`config.mk`:
```
export PLATFORM = sky130hd
export DESIGN_NAME = dac_slew_ctrl_flat
export DESIGN_NICKNAME = d
export VERILOG_FILES = /design/src/rtl/dac_slew_ctrl_pkg.sv /design/src/rtl/dac_slew_ctrl_if.sv /design/src/rtl/dac_tick_gen.sv /design/src/rtl/dac_slew_ctrl.sv /design/src/flat_wrapper.sv
export SDC_FILE = /design/constraint.sdc
export NUM_CORES = 1
export LEC_CHECK = 0
export BUFFER_PORTS_ARGS = -buffer_cell sky130_fd_sc_hd__buf_2
export CAP_MARGIN = 25
export CELL_PAD_IN_SITES_DETAIL_PLACEMENT = 0
export CELL_PAD_IN_SITES_GLOBAL_PLACEMENT = 1
export CORE_MARGIN = 2
export CORE_UTILIZATION = 44
export DETAILED_ROUTE_END_ITERATION = 8
export GPL_TIMING_DRIVEN = 0
export HOLD_SLACK_MARGIN = 0.15
export PLACE_DENSITY_LB_ADDON = 0.3
export SYNTH_ARGS = -nofsm -noshare
export SYNTH_HDL_FRONTEND = slang
export SYNTH_SLANG_ARGS = --single-unit
```
`constraint.sdc`:
```
create_clock -name clk -period 6.05 [get_ports clk]
set_clock_uncertainty 0.2 [all_clocks]
set_input_delay 1.21 -clock clk [delete_from_list [all_inputs] [get_ports clk]]
set_output_delay 1.21 -clock clk [all_outputs]
set_load 0.005 [all_outputs]
```
`src/rtl/dac_slew_ctrl_pkg.sv`:
```
// ---------------------------------------------------------------------------
// dac_pkg
// Shared types and constants for the SPGD DAC output stage.
//   DAC_WIDTH   : DAC code width (signed two's complement codes)
//   dac_state_e : slew controller FSM states
//   dac_code_t  : signed DAC code
//   dac_diff_t  : one bit wider than a code, so target - out never overflows
//   clamp_code  : saturate a code into [lo, hi]
// ---------------------------------------------------------------------------
package dac_pkg;

  localparam int unsigned DAC_WIDTH = 14;

  typedef enum logic {
    IDLE,
    RAMP
  } dac_state_e;

  typedef logic signed [DAC_WIDTH-1:0] dac_code_t;
  typedef logic signed [DAC_WIDTH:0]   dac_diff_t;

  function automatic dac_code_t clamp_code(input dac_code_t c,
                                           input dac_code_t lo,
                                           input dac_code_t hi);
    dac_code_t r;
    r = c;
    if (c < lo) r = lo;
    if (c > hi) r = hi;
    return r;
  endfunction

endpackage

```
`src/rtl/dac_slew_ctrl_if.sv`:
```
// ---------------------------------------------------------------------------
// dac_slew_ctrl_if
// Code-input handshake and DAC-pin bundle for dac_slew_ctrl.
//   en         : output enable (low drives the target to 0)
//   code_in    : signed target code from the converter
//   code_valid : code_in valid this cycle
//   code_ready : slew stage accepts code_in (registered copy of en)
//   dac_data   : code presented to the DAC pins
//   dac_we     : one-cycle write strobe, dac_data changed this cycle
//   settled    : output equals target, no ramp pending
// Modports: master = converter / pin consumer side, slave = slew controller.
// ---------------------------------------------------------------------------
interface dac_slew_ctrl_if;
  import dac_pkg::*;

  logic                 en;
  dac_code_t            code_in;
  logic                 code_valid;
  logic                 code_ready;
  logic [DAC_WIDTH-1:0] dac_data;
  logic                 dac_we;
  logic                 settled;

  modport master (
    output en, code_in, code_valid,
    input  code_ready, dac_data, dac_we, settled
  );

  modport slave (
    input  en, code_in, code_valid,
    output code_ready, dac_data, dac_we, settled
  );

endinterface

```
`src/rtl/dac_tick_gen.sv`:
```
// ---------------------------------------------------------------------------
// dac_tick_gen
// Free-running divider producing a one-cycle tick every TICK_DIV clocks.
// The tick is high in the cycle where the counter equals TICK_DIV-1; the
// counter then wraps to 0. Counter clears on synchronous active-low reset.
// Parameters: TICK_DIV (>= 2) clock cycles per tick.
// Ports:
//   clk   : system clock
//   rst_n : synchronous active-low reset
//   tick  : one-cycle update tick
// ---------------------------------------------------------------------------
module dac_tick_gen #(
  parameter int unsigned TICK_DIV = 125
) (
  input  logic clk,
  input  logic rst_n,
  output logic tick
);

  localparam int unsigned CW = (TICK_DIV > 1) ? $clog2(TICK_DIV) : 1;
  localparam logic [CW-1:0] LAST = CW'(TICK_DIV - 1);

  logic [CW-1:0] cnt_q, cnt_d;

  always_comb begin
    tick  = (cnt_q == LAST);
    cnt_d = tick ? '0 : cnt_q + CW'(1);
  end

  always_ff @(posedge clk) begin
    if (!rst_n) begin
      cnt_q <= '0;
    end else begin
      cnt_q <= cnt_d;
    end
  end

endmodule

```
`src/rtl/dac_slew_ctrl.sv`:
```
// ---------------------------------------------------------------------------
// dac_slew_ctrl
// Output stage after the voltage-to-DAC-code converter in the SPGD loop.
// Accepts signed codes over a valid/ready handshake, clamps them to
// [CODE_MIN, CODE_MAX], and ramps the DAC output toward the target by at
// most MAX_STEP per update tick, strobing dac_we on every output change.
//
// Parameters:
//   MAX_STEP : max absolute code change per tick (1 .. 2^(DAC_WIDTH-1))
//   TICK_DIV : clock cycles per update tick (>= 2)
//   CODE_MIN : lowest allowed target code (<= 0)
//   CODE_MAX : highest allowed target code (>= 0)
// Ports:
//   clk   : system clock, all logic on rising edge
//   rst_n : synchronous active-low reset
//   bus   : dac_slew_ctrl_if.slave (en, code_in, code_valid, code_ready,
//           dac_data, dac_we, settled)
// Build option:
//   DAC_OFFSET_BINARY_EN : dac_data is offset binary (MSB inverted);
//                          otherwise two's complement.
// ---------------------------------------------------------------------------
module dac_slew_ctrl
  import dac_pkg::*;
#(
  parameter int unsigned MAX_STEP = 64,
  parameter int unsigned TICK_DIV = 125,
  parameter int          CODE_MIN = -8192,
  parameter int          CODE_MAX = 8191
) (
  input  logic          clk,
  input  logic          rst_n,
  dac_slew_ctrl_if.slave bus
);

  localparam dac_code_t CMIN = dac_code_t'(CODE_MIN);
  localparam dac_code_t CMAX = dac_code_t'(CODE_MAX);
  localparam dac_diff_t STEP = dac_diff_t'(MAX_STEP);

  dac_state_e state_q, state_d;
  dac_code_t  target_q, target_d;
  dac_code_t  out_q, out_d;
  dac_diff_t  diff;
  logic       ready_q;
  logic       we_q, we_d;
  logic       tick;
  logic       accept;

  dac_tick_gen #(
    .TICK_DIV(TICK_DIV)
  ) u_tick (
    .clk  (clk),
    .rst_n(rst_n),
    .tick (tick)
  );

  assign accept = bus.code_valid && ready_q;

  // Disable overrides any accept in the same cycle.
  always_comb begin
    target_d = target_q;
    if (!bus.en) begin
      target_d = '0;
    end else if (accept) begin
      target_d = clamp_code(bus.code_in, CMIN, CMAX);
    end
  end

  // Steps use target_q, so an accept coinciding with a tick only takes
  // effect from the following tick. The leave-RAMP decision compares the
  // next target with the next output so a same-cycle retarget keeps the
  // FSM consistent with settled.
  always_comb begin
    diff    = dac_diff_t'(target_q) - dac_diff_t'(out_q);
    out_d   = out_q;
    state_d = state_q;
    unique case (state_q)
      IDLE: begin
        if (target_d != out_q) state_d = RAMP;
      end
      RAMP: begin
        if (tick) begin
          if ((diff <= STEP) && (diff >= -STEP)) begin
            out_d = target_q;
          end else if (diff > 0) begin
            out_d = dac_code_t'(dac_diff_t'(out_q) + STEP);
          end else begin
            out_d = dac_code_t'(dac_diff_t'(out_q) - STEP);
          end
        end
        state_d = (target_d != out_d) ? RAMP : IDLE;
      end
      default: state_d = IDLE;
    endcase
    we_d = (out_d != out_q);
  end

  always_ff @(posedge clk) begin
    if (!rst_n) begin
      state_q  <= IDLE;
      target_q <= '0;
      out_q    <= '0;
      ready_q  <= 1'b0;
      we_q     <= 1'b0;
    end else begin
      state_q  <= state_d;
      target_q <= target_d;
      out_q    <= out_d;
      ready_q  <= bus.en;
      we_q     <= we_d;
    end
  end

  assign bus.code_ready = ready_q;
  assign bus.dac_we     = we_q;
  assign bus.settled    = (state_q == IDLE);

`ifdef DAC_OFFSET_BINARY_EN
  assign bus.dac_data = {~out_q[DAC_WIDTH-1], out_q[DAC_WIDTH-2:0]};
`else
  assign bus.dac_data = out_q;
`endif

endmodule

```
`src/flat_wrapper.sv`:
```
// flat-port wrapper written by rule: the top's interface ports become plain ports
module dac_slew_ctrl_flat import dac_pkg::*;
#(
  parameter int unsigned MAX_STEP = 64,
  parameter int unsigned TICK_DIV = 125,
  parameter int          CODE_MIN = -8192,
  parameter int          CODE_MAX = 8191
)
  (clk, rst_n, bus_en, bus_code_in, bus_code_valid, bus_code_ready, bus_dac_data, bus_dac_we, bus_settled);
  dac_slew_ctrl_if bus_i ();
  input  logic clk;
  input  logic rst_n;
  input wire logic [$bits(bus_i.en)-1:0] bus_en;
  input wire logic [$bits(bus_i.code_in)-1:0] bus_code_in;
  input wire logic [$bits(bus_i.code_valid)-1:0] bus_code_valid;
  output wire logic [$bits(bus_i.code_ready)-1:0] bus_code_ready;
  output wire logic [$bits(bus_i.dac_data)-1:0] bus_dac_data;
  output wire logic [$bits(bus_i.dac_we)-1:0] bus_dac_we;
  output wire logic [$bits(bus_i.settled)-1:0] bus_settled;
  assign bus_i.en = bus_en;
  assign bus_i.code_in = bus_code_in;
  assign bus_i.code_valid = bus_code_valid;
  assign bus_code_ready = bus_i.code_ready;
  assign bus_dac_data = bus_i.dac_data;
  assign bus_dac_we = bus_i.dac_we;
  assign bus_settled = bus_i.settled;
  dac_slew_ctrl #(.MAX_STEP(MAX_STEP), .TICK_DIV(TICK_DIV), .CODE_MIN(CODE_MIN), .CODE_MAX(CODE_MAX)) u_core (.clk(clk), .rst_n(rst_n), .bus(bus_i));
endmodule
```
==> metrics.csv, run 1 <==
stage;metric;value;unit
critical_path;Max FO, Critical Path;9;
yosys;ys flop type;dfxtp_1;
yosys;Yosys Warn Count;0;
routing;routed via count;3817;
pwr;Switching Fraction;32.06;%
pwr;internal cell power;0.0005057;W
routing;Vias/cell;5.992;
global_route;largest net degree at the start of global routing;14;
finish;filler cell count;791;
routing;first-pass iteration count of the detailed router;5;
die;Initial Util;45.71;%
sta;final hold viol count;0;
pwr;combinational power share;28.5;%
clock_tree;clock sink count;38;
sta;Setup Viol. Count Final;0;
critical_path;Startpoint Class;flop;
pwr;Pwr per Cell Area;181.8;nW/um2
critical_path;Slowest-stage cell, CP;or4_4;
critical_path;CP arrival;5690;ps
sta;Setup TNS;0;ps
sta;Slew Limit Fails;0;
yosys;post-synth top area cell;dfxtp_1;
yosys;share of the synthesized area in the top cell type;21.32;%
global_route;GRT Overall Usage;26.93;%
placed_design;dpl ws;-578.8;ps
yosys;ys async rst share;0;%
die;die area;8846;um2
clock_tree;CTS H-Tree Depth;2;
die;I/O pins;35;
critical_path;Crit path required time;6000;ps
yosys;mapped cell area;3568;um2
pwr;Leak Pwr;1.782;nW
yosys;synth cell count leaders;54 x nand2_1, 48 x nor2_1, 38 x a21oi_1, 38 x dfxtp_1, 33 x inv_1;
yosys;sequential share of the synthesized area;21.32;%
finish;area of the multi-input gates;2644;um2
yosys;number of synthesized register bits;38;
run_status;outcome;finished, final reports clean;
yosys;Synth area leaders;dfxtp_1 21%, ha_1 8.4%, nand2_1 5.7%, xnor2_1 5.6%, a21oi_1 5.3%;
routing;met3 routed WL;795;um
run;# Max-Cap Violations;0;
clock_tree;Root Buffer;clkbuf_8;
routing;drc violations;0;
die;width of the die;94.06;um
global_route;gr ovfl total;0;
global_route;initial antenna violation count;0;
yosys;most common cell in the synthesized netlist;nand2_1;
placed_design;Port Buf Inserts;34;
hold_path;WHS Path Cells;1;
routing;WL/cell;18.10;um
routing;total wire length;11530;um
die;Rows;32;
critical_path;Worst path depth;21;
critical_path;WS Path Type;reg2reg;
finish;nets;578;
routing;ANT nets after route;0;
pwr;clock share of power;36.7;%
pwr;sequential power share;34.8;%
hold_path;Hold Crit Class;reg2reg;
clock_tree;Longest Clk Path Bufs;2;
sta;Fmax;174.4;MHz
finish;# diodes;0;
critical_path;Crit. End Element;flop;
routing;metal2 WL;5350;um
pwr;Max VDD drop;0.08460;mV
global_route;first-pass GRT wire length;18530;um
finish;register area;762.0;um2
sta;RSZ-0062 raised after global routing;false;
sta;Final min period;5733;ps
critical_path;CP bufs+invs;3;
critical_path;max incr delay on CP;530;ps
yosys;Post-synth EDFFs;0;
critical_path;FF-to-FF path depth;21;
clock_tree;hold-fix buffers at CTS;0;
routing;first-iteration detailed-routing DRC count;286;
placed_design;half-perimeter wire length after placement;8753;um
clock_tree;CTS tree;built;
yosys;synth unique cells;61;
clock_tree;Clock Latency Late Sink;310;ps
routing;wl on met1;5163;um
sta;Worst Tran Pin Value;840.7;ps
finish;post-route core utilization;52.44;%
die;die height;94.06;um
placed_design;RePlAce Congestion;0.9475;
finish;Syn-to-layout area delta;14.73;%
clock_tree;Inserted Clock Buffers;5;
critical_path;Critical Path, Cell by Cell;clkbuf_4 > inv_1 > ha_1 > buf_2 > and3_1 > a221o_1 > a221oi_2 > xnor2_1 > or4_4 > nand2b_1 > o21ai_4 > ha_1 > a21oi_1 > nand2_1 > a31oi_2 > o21bai_1 > a21oi_1 > xnor2_1 > mux2_2 > a221oi_2 > a41oi_1;
yosys;synthesized area per cell;7.327;um2
die;core area;7807;um2
global_route;vias in the first global route;3585;
clock_tree;CTS clock-pin slew for the worst setup and hold paths;90;ps
yosys;Gate Count Post-Synth;487;
critical_path;Top Family by Delay on Critical Path;compound AO/OA/AOI/OAI gates;
yosys;syn_nets;531;
sta;Worst Setup Slack, final;316.5;ps
routing;DR top layer;met4;
sta;Tcrit/Tclk final;94.77;%
finish;layout cell share with drive strength beyond 1;12.71;%
pwr;Switching Power;0.0002387;W
sta;Max transition margin;43.75;%
[worst register-to-register path: stages (launching register included)]
cell      delay (ps)
dfxtp_1          330
clkbuf_4         210
inv_1            130
ha_1             300
buf_2            170
and3_1           200
a221o_1          410
a221oi_2         320
xnor2_1          140
or4_4            530
nand2b_1         200
o21ai_4          230
ha_1             310
a21oi_1          150
nand2_1          110
a31oi_2          260
o21bai_1          90
a21oi_1          190
xnor2_1          230
mux2_2           420
a221oi_2         290
a41oi_1          160
[registers in the layout (all words and copies together), names as in the netlist]
name	count
u_core.bus.dac_data	14
u_core.target_q	14
u_core.u_tick.cnt_q	7
u_core.bus.code_ready	1
u_core.bus.dac_we	1
u_core.state_q	1
[through the flow]
stage | total power, W | hold slack (ps) | cells | cell area [um2]
after floorplan | 0.0004004 | 230.0 | 487 | 3568
after global placement | 0.0004475 | 244.3 | 623 | 3866
after detailed placement | 0.0004501 | 251.5 | 623 | 3866
after CTS | 0.0007245 | 273.9 | 631 | 4021
after global routing | 0.0007775 | 298.5 | 637 | 4094
final | 0.0007444 | 271.3 | 637 | 4094
[repair_timing]
action,CTS,global route
setup endpoints to repair,3,1
setup buffers,0,5
resized for setup,4,7
pin swaps,0,1
[final timing paths]
path	startpoint	end	slack, ps
setup reg to reg	u_core.bus.dac_data[6]$_SDFF_PN0_	u_core.state_q$_SDFF_PN0_	320
hold / removal	u_core.u_tick.cnt_q[0]$_SDFF_PP0_	u_core.u_tick.cnt_q[0]$_SDFF_PP0_	270
setup / recovery	u_core.bus.dac_data[6]$_SDFF_PN0_	u_core.state_q$_SDFF_PN0_	320
hold reg to reg	u_core.u_tick.cnt_q[0]$_SDFF_PP0_	u_core.u_tick.cnt_q[0]$_SDFF_PP0_	270
[area by class of cell]
| cell class | instances | area share, % |
|---|---|---|
| inverter | 33 | 3.026 |
| clock inverter | 3 | 1.681 |
| sequential | 38 | 18.61 |
| buffer | 21 | 2.109 |
| clock buffer | 5 | 1.681 |
| multi-input combinational | 395 | 64.58 |
| tap | 102 | 3.117 |
| timing repair buffer | 40 | 5.196 |
[placed cells by master (no fill, tap or decap), types with 6 or more instances in the layout]
master / count
buf_2: 38
xnor2_1: 23
a21oi_1: 38
nor2_1: 48
a21o_1: 10
o22ai_1: 7
nor3_1: 10
clkbuf_1: 16
a31oi_1: 8
o211ai_1: 7
xor2_1: 13
mux2i_1: 6
a221oi_1: 8
and3_1: 7
o21ai_0: 19
dfxtp_1: 37
nand3_1: 22
ha_1: 24
nand2b_1: 9
nand2_1: 54
inv_1: 33
[cells by family (layout without fill, tap and decap cells)]
group,after synthesis,in the layout,synth area share [%]
DFF,38,38,21.32
AOI/OAI and AO/OA,143,143,27.45
adders and majority gates,26,26,9.537
and+or+nand+nor,180,180,24.12
xor gates and xnor gates,36,36,8.836
muxes,10,10,2.945
buffers and inverters,54,102,5.785
[power by group through the flow]
stage | Clock, W | Sequential, W | Combinational, W
floorplan | 0 | 0.000263 | 0.000137
global placement | 0 | 0.000265 | 0.000183
detailed placement | 0 | 0.000265 | 0.000185
CTS | 0.000274 | 0.000259 | 0.000192
global route | 0.000285 | 0.000260 | 0.000233
finish | 0.000273 | 0.000259 | 0.000212
[routing by layer]
layer	vias to the layer above	global-route usage, %
met5	-	0
met4	0	5.918
met3	24	4.896
met2	139	45.42
met1	1795	35.80
li1	1859	-
(Power assumes the default switching activity.)
==> inputs of run 2 (changes only) <==
==> constraint.sdc (replaced) <==
create_clock -name clk -period 6.05 [get_ports clk]
set_clock_uncertainty 0.2 [all_clocks]
set_input_delay 0 -clock clk [delete_from_list [all_inputs] [get_ports clk]]
set_output_delay 0 -clock clk [all_outputs]
set_load 0.005 [all_outputs]
==> run 2 against run 1 <==
Non-clock buffer count up 23; power grew 1.2%; sequential power is essentially flat; critical path depth unchanged; first-iteration DRC count rose by 15%; die area stayed put; register-to-register slack got worse by 20 ps; design area rose by 5.6%; hold slack got worse by 110 ps; setup slack got worse by 25 ps; highest routed layer unchanged.
==> metrics.csv, run 2 (synthesis results as in run 1) <==
stage;metric;value;unit
clock_tree;Inserted Clock Buffers;5;
pwr;Switching Fraction;31.86;%
finish;layout cell share with drive strength beyond 1;12.19;%
finish;# diodes;0;
routing;routed via count;3922;
hold_path;WHS Path Cells;6;
pwr;Leak Pwr;1.889;nW
critical_path;Worst path depth;21;
critical_path;worst r2r src;u_core.bus.dac_data[6]$_SDFF_PN0_;
routing;WL/cell;17.93;um
sta;Tcrit/Tclk final;95.17;%
routing;ANT nets after route;0;
global_route;vias in the first global route;3754;
global_route;GRT Overall Usage;27.45;%
placed_design;Port Buf Inserts;34;
sta;RSZ-0062 raised after global routing;false;
critical_path;Max FO, Critical Path;9;
sta;Slew Limit Fails;0;
finish;Syn-to-layout area delta;21.18;%
critical_path;Crit path required time;6000;ps
clock_tree;Clock Latency Late Sink;310;ps
sta;Final min period;5758;ps
hold_path;hold path start;bus_code_valid;
finish;commonest non-fill, non-tap cell in the layout;nand2_1;
pwr;Switching Power;0.0002400;W
sta;final hold viol count;0;
critical_path;Slowest-stage cell, CP;or4_4;
critical_path;Startpoint Class;flop;
clock_tree;CTS H-Tree Depth;2;
routing;first-pass iteration count of the detailed router;5;
critical_path;CP bufs+invs;3;
placed_design;DP Cell Count;623;
routing;first-iteration detailed-routing DRC count;329;
die;width of the die;94.06;um
finish;commonest cells after routing, fill and taps aside;54 x nand2_1, 48 x nor2_1, 38 x a21oi_1, 38 x buf_2, 37 x dfxtp_1;
critical_path;CP arrival;5710;ps
pwr;Max VDD drop;0.08459;mV
clock_tree;CTS tree;built;
critical_path;Critical Path, Cell by Cell;clkbuf_4 > inv_1 > ha_1 > buf_2 > and3_1 > a221o_1 > a221oi_2 > xnor2_1 > or4_4 > nand2b_1 > o21ai_4 > ha_1 > a21oi_1 > nand2_1 > a31oi_2 > o21bai_1 > a21oi_1 > xnor2_1 > mux2_2 > a221oi_2 > a41oi_1;
global_route;gr ovfl total;0;
pwr;internal cell power;0.0005132;W
placed_design;RePlAce Congestion;0.9475;
clock_tree;Root Buffer;clkbuf_8;
global_route;initial antenna violation count;0;
placed_design;dpl cell area;3866;um2
critical_path;reg-to-reg setup timing slack;290;ps
routing;total wire length;11830;um
die;die area;8846;um2
run;# Max-Cap Violations;0;
sta;Fmax;173.7;MHz
sta;Max transition margin;43.90;%
finish;Post-Layout Cell Count;660;
die;Rows;32;
routing;Vias/cell;5.942;
hold_path;Hold Crit Class;in2reg;
clock_tree;CTS clock-pin slew for the worst setup and hold paths;90;ps
sta;Setup Viol. Count Final;0;
die;I/O pins;35;
critical_path;Top Family by Delay on Critical Path;compound AO/OA/AOI/OAI gates;
die;die height;94.06;um
critical_path;WS Path Type;reg2reg;
clock_tree;clock sink count;38;
critical_path;crit path launch;u_core.bus.dac_data[6]$_SDFF_PN0_;
die;core area;7807;um2
critical_path;Crit. End Element;flop;
pwr;Pwr per Cell Area;174.2;nW/um2
die;Initial Util;45.71;%
critical_path;max incr delay on CP;530;ps
finish;Final Cell Area;4324;um2
placed_design;half-perimeter wire length after placement;8753;um
run_status;outcome;finished, final reports clean;
critical_path;FF-to-FF path depth;21;
sta;Worst Tran Pin Value;838.5;ps
pwr;combinational power share;29.4;%
global_route;largest net degree at the start of global routing;14;
clock_tree;Longest Clk Path Bufs;2;
routing;drc violations;0;
global_route;first-pass GRT wire length;18930;um
pwr;sequential power share;34.4;%
finish;nets;601;
pwr;clock share of power;36.2;%
==> run 2: worst reg2reg max path, delay by kind of cell (launching register included) <==
family / cells / cell delay (ps)
fa+ha+maj: 2 / 610
mux: 1 / 420
compound gates: 9 / 2110
flops: 1 / 330
xor+xnor: 2 / 380
buf+inv: 3 / 520
simple gates: 4 / 1040
==> run 2: timing repair <==
| item | CTS | global route |
|---|---|---|
| pin swaps | 0 | 1 |
| hold buffers | 23 | 0 |
| setup endpoints to repair | 3 | 1 |
| buffers inserted | 0 | 5 |
| endpoints found under the hold margin | 26 | 0 |
| gates resized for setup | 4 | 7 |
==> run 2: metal layers <==
| layer | global-route usage, % | vias to the layer above | share of wire, % |
|---|---|---|---|
| li1 | - | 1908 | - |
| met1 | 35.89 | 1840 | 45 |
| met2 | 46.90 | 150 | 46 |
| met3 | 4.896 | 24 | 6.6 |
| met4 | 6.401 | 0 | 2.0 |
| met5 | 0 | - | 0 |
==> run 2: through the flow <==
stage	setup slack [ps]	power, W	utilization (%)	TNS, ps	hold WS, ps
after floorplan	466.6	0.0004004	-	0	-82.52
after global placement	-482.7	0.0004475	49.52	-523.4	72.92
after detailed placement	-578.8	0.0004501	49.52	-674.5	76.73
after CTS	29.68	0.0007332	54.46	0	156.2
after global routing	15.71	0.0007857	55.38	0	206.1
final	292.0	0.0007531	55.38	0	162.5
==> run 2: power by group through the flow <==
stage / Combinational (W) / Clock, W / Sequential [W]
after CTS: 0.000201 / 0.000274 / 0.000259
final: 0.000222 / 0.000272 / 0.000259
after global routing: 0.000242 / 0.000284 / 0.000260
after detailed placement: 0.000185 / 0 / 0.000265
after floorplan: 0.000137 / 0 / 0.000263
after global placement: 0.000183 / 0 / 0.000265
==> run 2: cell type report <==
class,count,area [um2]
clock buffers,5,68.82
plain buffers,21,86.33
repair buffers,63,442.9
clock inverters,3,68.82
well taps,102,127.6
flip-flops and latches,38,762.0
fillers,767,3483
multi-input cells,395,2644
inverters,33,123.9
==> run 2: worst paths after layout <==
path,end
hold reg to reg,u_core.u_tick.cnt_q[0]$_SDFF_PP0_
setup / recovery,u_core.state_q$_SDFF_PN0_
setup reg to reg,u_core.state_q$_SDFF_PN0_
hold / removal,u_core.target_q[11]$_SDFF_PN0_
==> inputs of run 3 (changes only) <==
- BUFFER_PORTS_ARGS: -buffer_cell sky130_fd_sc_hd__buf_2 -> -buffer_cell sky130_fd_sc_hd__buf_4
==> run 3 against run 2 <==
Global-route usage increased by 0.54 points; non-clock buffer count unchanged; via count grew 1.5%; count of clock-buffer cells in the layout unchanged; combinational power rose by 2%; sequential share of layout area is 0.39 points lower; critical path type unchanged.
==> metrics.csv, run 3 (synthesis results as in run 1) <==
stage;metric;value;unit
die;die height;94.06;um
routing;total wire length;11900;um
critical_path;reg-to-reg setup timing slack;300;ps
clock_tree;Inserted Clock Buffers;5;
critical_path;WS Path Type;reg2reg;
finish;commonest cells after routing, fill and taps aside;54 x nand2_1, 48 x nor2_1, 40 x buf_4, 38 x a21oi_1, 36 x dfxtp_1;
run;# Max-Cap Violations;0;
critical_path;worst r2r src;u_core.bus.dac_data[6]$_SDFF_PN0_;
placed_design;dpl cell area;3951;um2
die;die area;8846;um2
critical_path;CP arrival;5690;ps
sta;final hold viol count;0;
pwr;Max VDD drop;0.1108;mV
routing;WL/cell;18.03;um
clock_tree;CTS H-Tree Depth;2;
critical_path;Startpoint Class;flop;
die;width of the die;94.06;um
die;core area;7807;um2
pwr;Leak Pwr;1.920;nW
global_route;first-pass GRT wire length;19490;um
sta;RSZ-0062 raised after global routing;false;
finish;layout cell share with drive strength beyond 1;13.08;%
die;Initial Util;45.71;%
critical_path;FF-to-FF path depth;21;
routing;ANT nets after route;0;
placed_design;half-perimeter wire length after placement;8839;um
sta;Setup Viol. Count Final;0;
critical_path;Crit. End Element;flop;
global_route;largest net degree at the start of global routing;14;
sta;Setup TNS;0;ps
clock_tree;clock sink count;38;
clock_tree;Root Buffer;clkbuf_8;
hold_path;Hold Crit Class;in2reg;
clock_tree;CTS clock-pin slew for the worst setup and hold paths;90;ps
sta;hold_ws;174.7;ps
finish;commonest non-fill, non-tap cell in the layout;nand2_1;
global_route;vias in the first global route;3842;
finish;nets;601;
sta;Max transition margin;47.73;%
clock_tree;Clock Latency Late Sink;300;ps
critical_path;Crit path required time;5990;ps
routing;first-pass iteration count of the detailed router;5;
global_route;gr ovfl total;0;
die;Rows;32;
sta;Final min period;5746;ps
run_status;outcome;finished, final reports clean;
critical_path;FF-to-FF End;u_core.state_q$_SDFF_PN0_;
finish;Syn-to-layout area delta;24.09;%
critical_path;CP endpoint;u_core.state_q$_SDFF_PN0_;
global_route;initial antenna violation count;0;
critical_path;crit path launch;u_core.bus.dac_data[6]$_SDFF_PN0_;
finish;Final Cell Area;4428;um2
finish;post-route core utilization;56.71;%
finish;# diodes;0;
die;I/O pins;35;
sta;Fmax;174.0;MHz
routing;routed via count;3981;
pwr;Pwr per Cell Area;171.5;nW/um2
clock_tree;CTS tree;built;
placed_design;Port Buf Inserts;34;
routing;first-iteration detailed-routing DRC count;273;
global_route;GRT Overall Usage;28.00;%
pwr;Power, Total;0.0007596;W
routing;drc violations;0;
routing;Vias/cell;6.032;
placed_design;RePlAce Congestion;0.9194;
clock_tree;Longest Clk Path Bufs;2;
sta;Slew Limit Fails;0;
sta;Worst Tran Pin Value;781.2;ps
critical_path;Max FO, Critical Path;9;
sta;Tcrit/Tclk final;94.97;%
-- run 3: layout make-up --
type | count | area [um2]
clock inverters | 3 | 68.82
clock buffers | 5 | 68.82
fillers | 769 | 3379
flip-flops and latches | 38 | 763.2
inverters | 33 | 123.9
plain buffers | 20 | 82.58
repair buffers | 64 | 538.0
multi-input cells | 395 | 2655
well taps | 102 | 127.6
-- run 3: layer usage --
layer / global-route usage (%) / wire [um]
met5: 0 / 0
met2: 45.89 / 5508
met3: 4.735 / 835
met4: 8.333 / 255
met1: 37.58 / 5302
-- run 3: worst min-delay path by stage --
stage	startpoint	end	slack, ps	depth (start not counted)
floorplan	rst_n	u_core.bus.dac_we$_SDFF_PN0_	-80	1
global placement	bus_code_in[13]	u_core.target_q[13]$_SDFF_PN0_	70	3
detailed placement	bus_code_in[3]	u_core.target_q[3]$_SDFF_PN0_	80	3
CTS	bus_code_valid	u_core.target_q[10]$_SDFF_PN0_	160	6
global route	bus_code_valid	u_core.target_q[10]$_SDFF_PN0_	190	6
finish	bus_code_valid	u_core.target_q[11]$_SDFF_PN0_	170	6
-- run 3: worst max-delay path, cell delays in order, from the launching register on --
cell	delay [ps]
dfxtp_1	340
buf_4	180
inv_1	100
ha_1	300
buf_2	170
and3_1	200
a221o_2	410
a221oi_2	300
xnor2_1	150
or4_4	540
nand2b_1	200
o21ai_4	240
ha_1	310
a21oi_1	170
nand2_1	110
a31oi_2	240
o21bai_1	100
a21oi_1	250
xnor2_2	190
mux2_2	390
a221oi_1	320
a41oi_1	180
-- run 3: repair_timing --
action,in CTS,in global routing
resized for setup,4,13
pin swaps,0,3
endpoints found under the setup margin,3,1
endpoints found under the hold margin,26,0
hold buffers,24,0
buffers inserted,0,5
-- run 3: report_power, final --
part           internal, W  switching (W)  total [W]
Combinational    0.0000969       0.000130   0.000227
Clock             0.000165       0.000108   0.000274
Sequential        0.000254     0.00000516   0.000259
Total             0.000516       0.000243   0.000760
-- run 3: stage by stage --
step | instances | worst slack [ps]
after global placement | 623 | -462.3
after CTS | 655 | 83.82
final | 660 | 304.5
after floorplan | 487 | 466.6
after global routing | 660 | 26.58
after detailed placement | 623 | -523.5
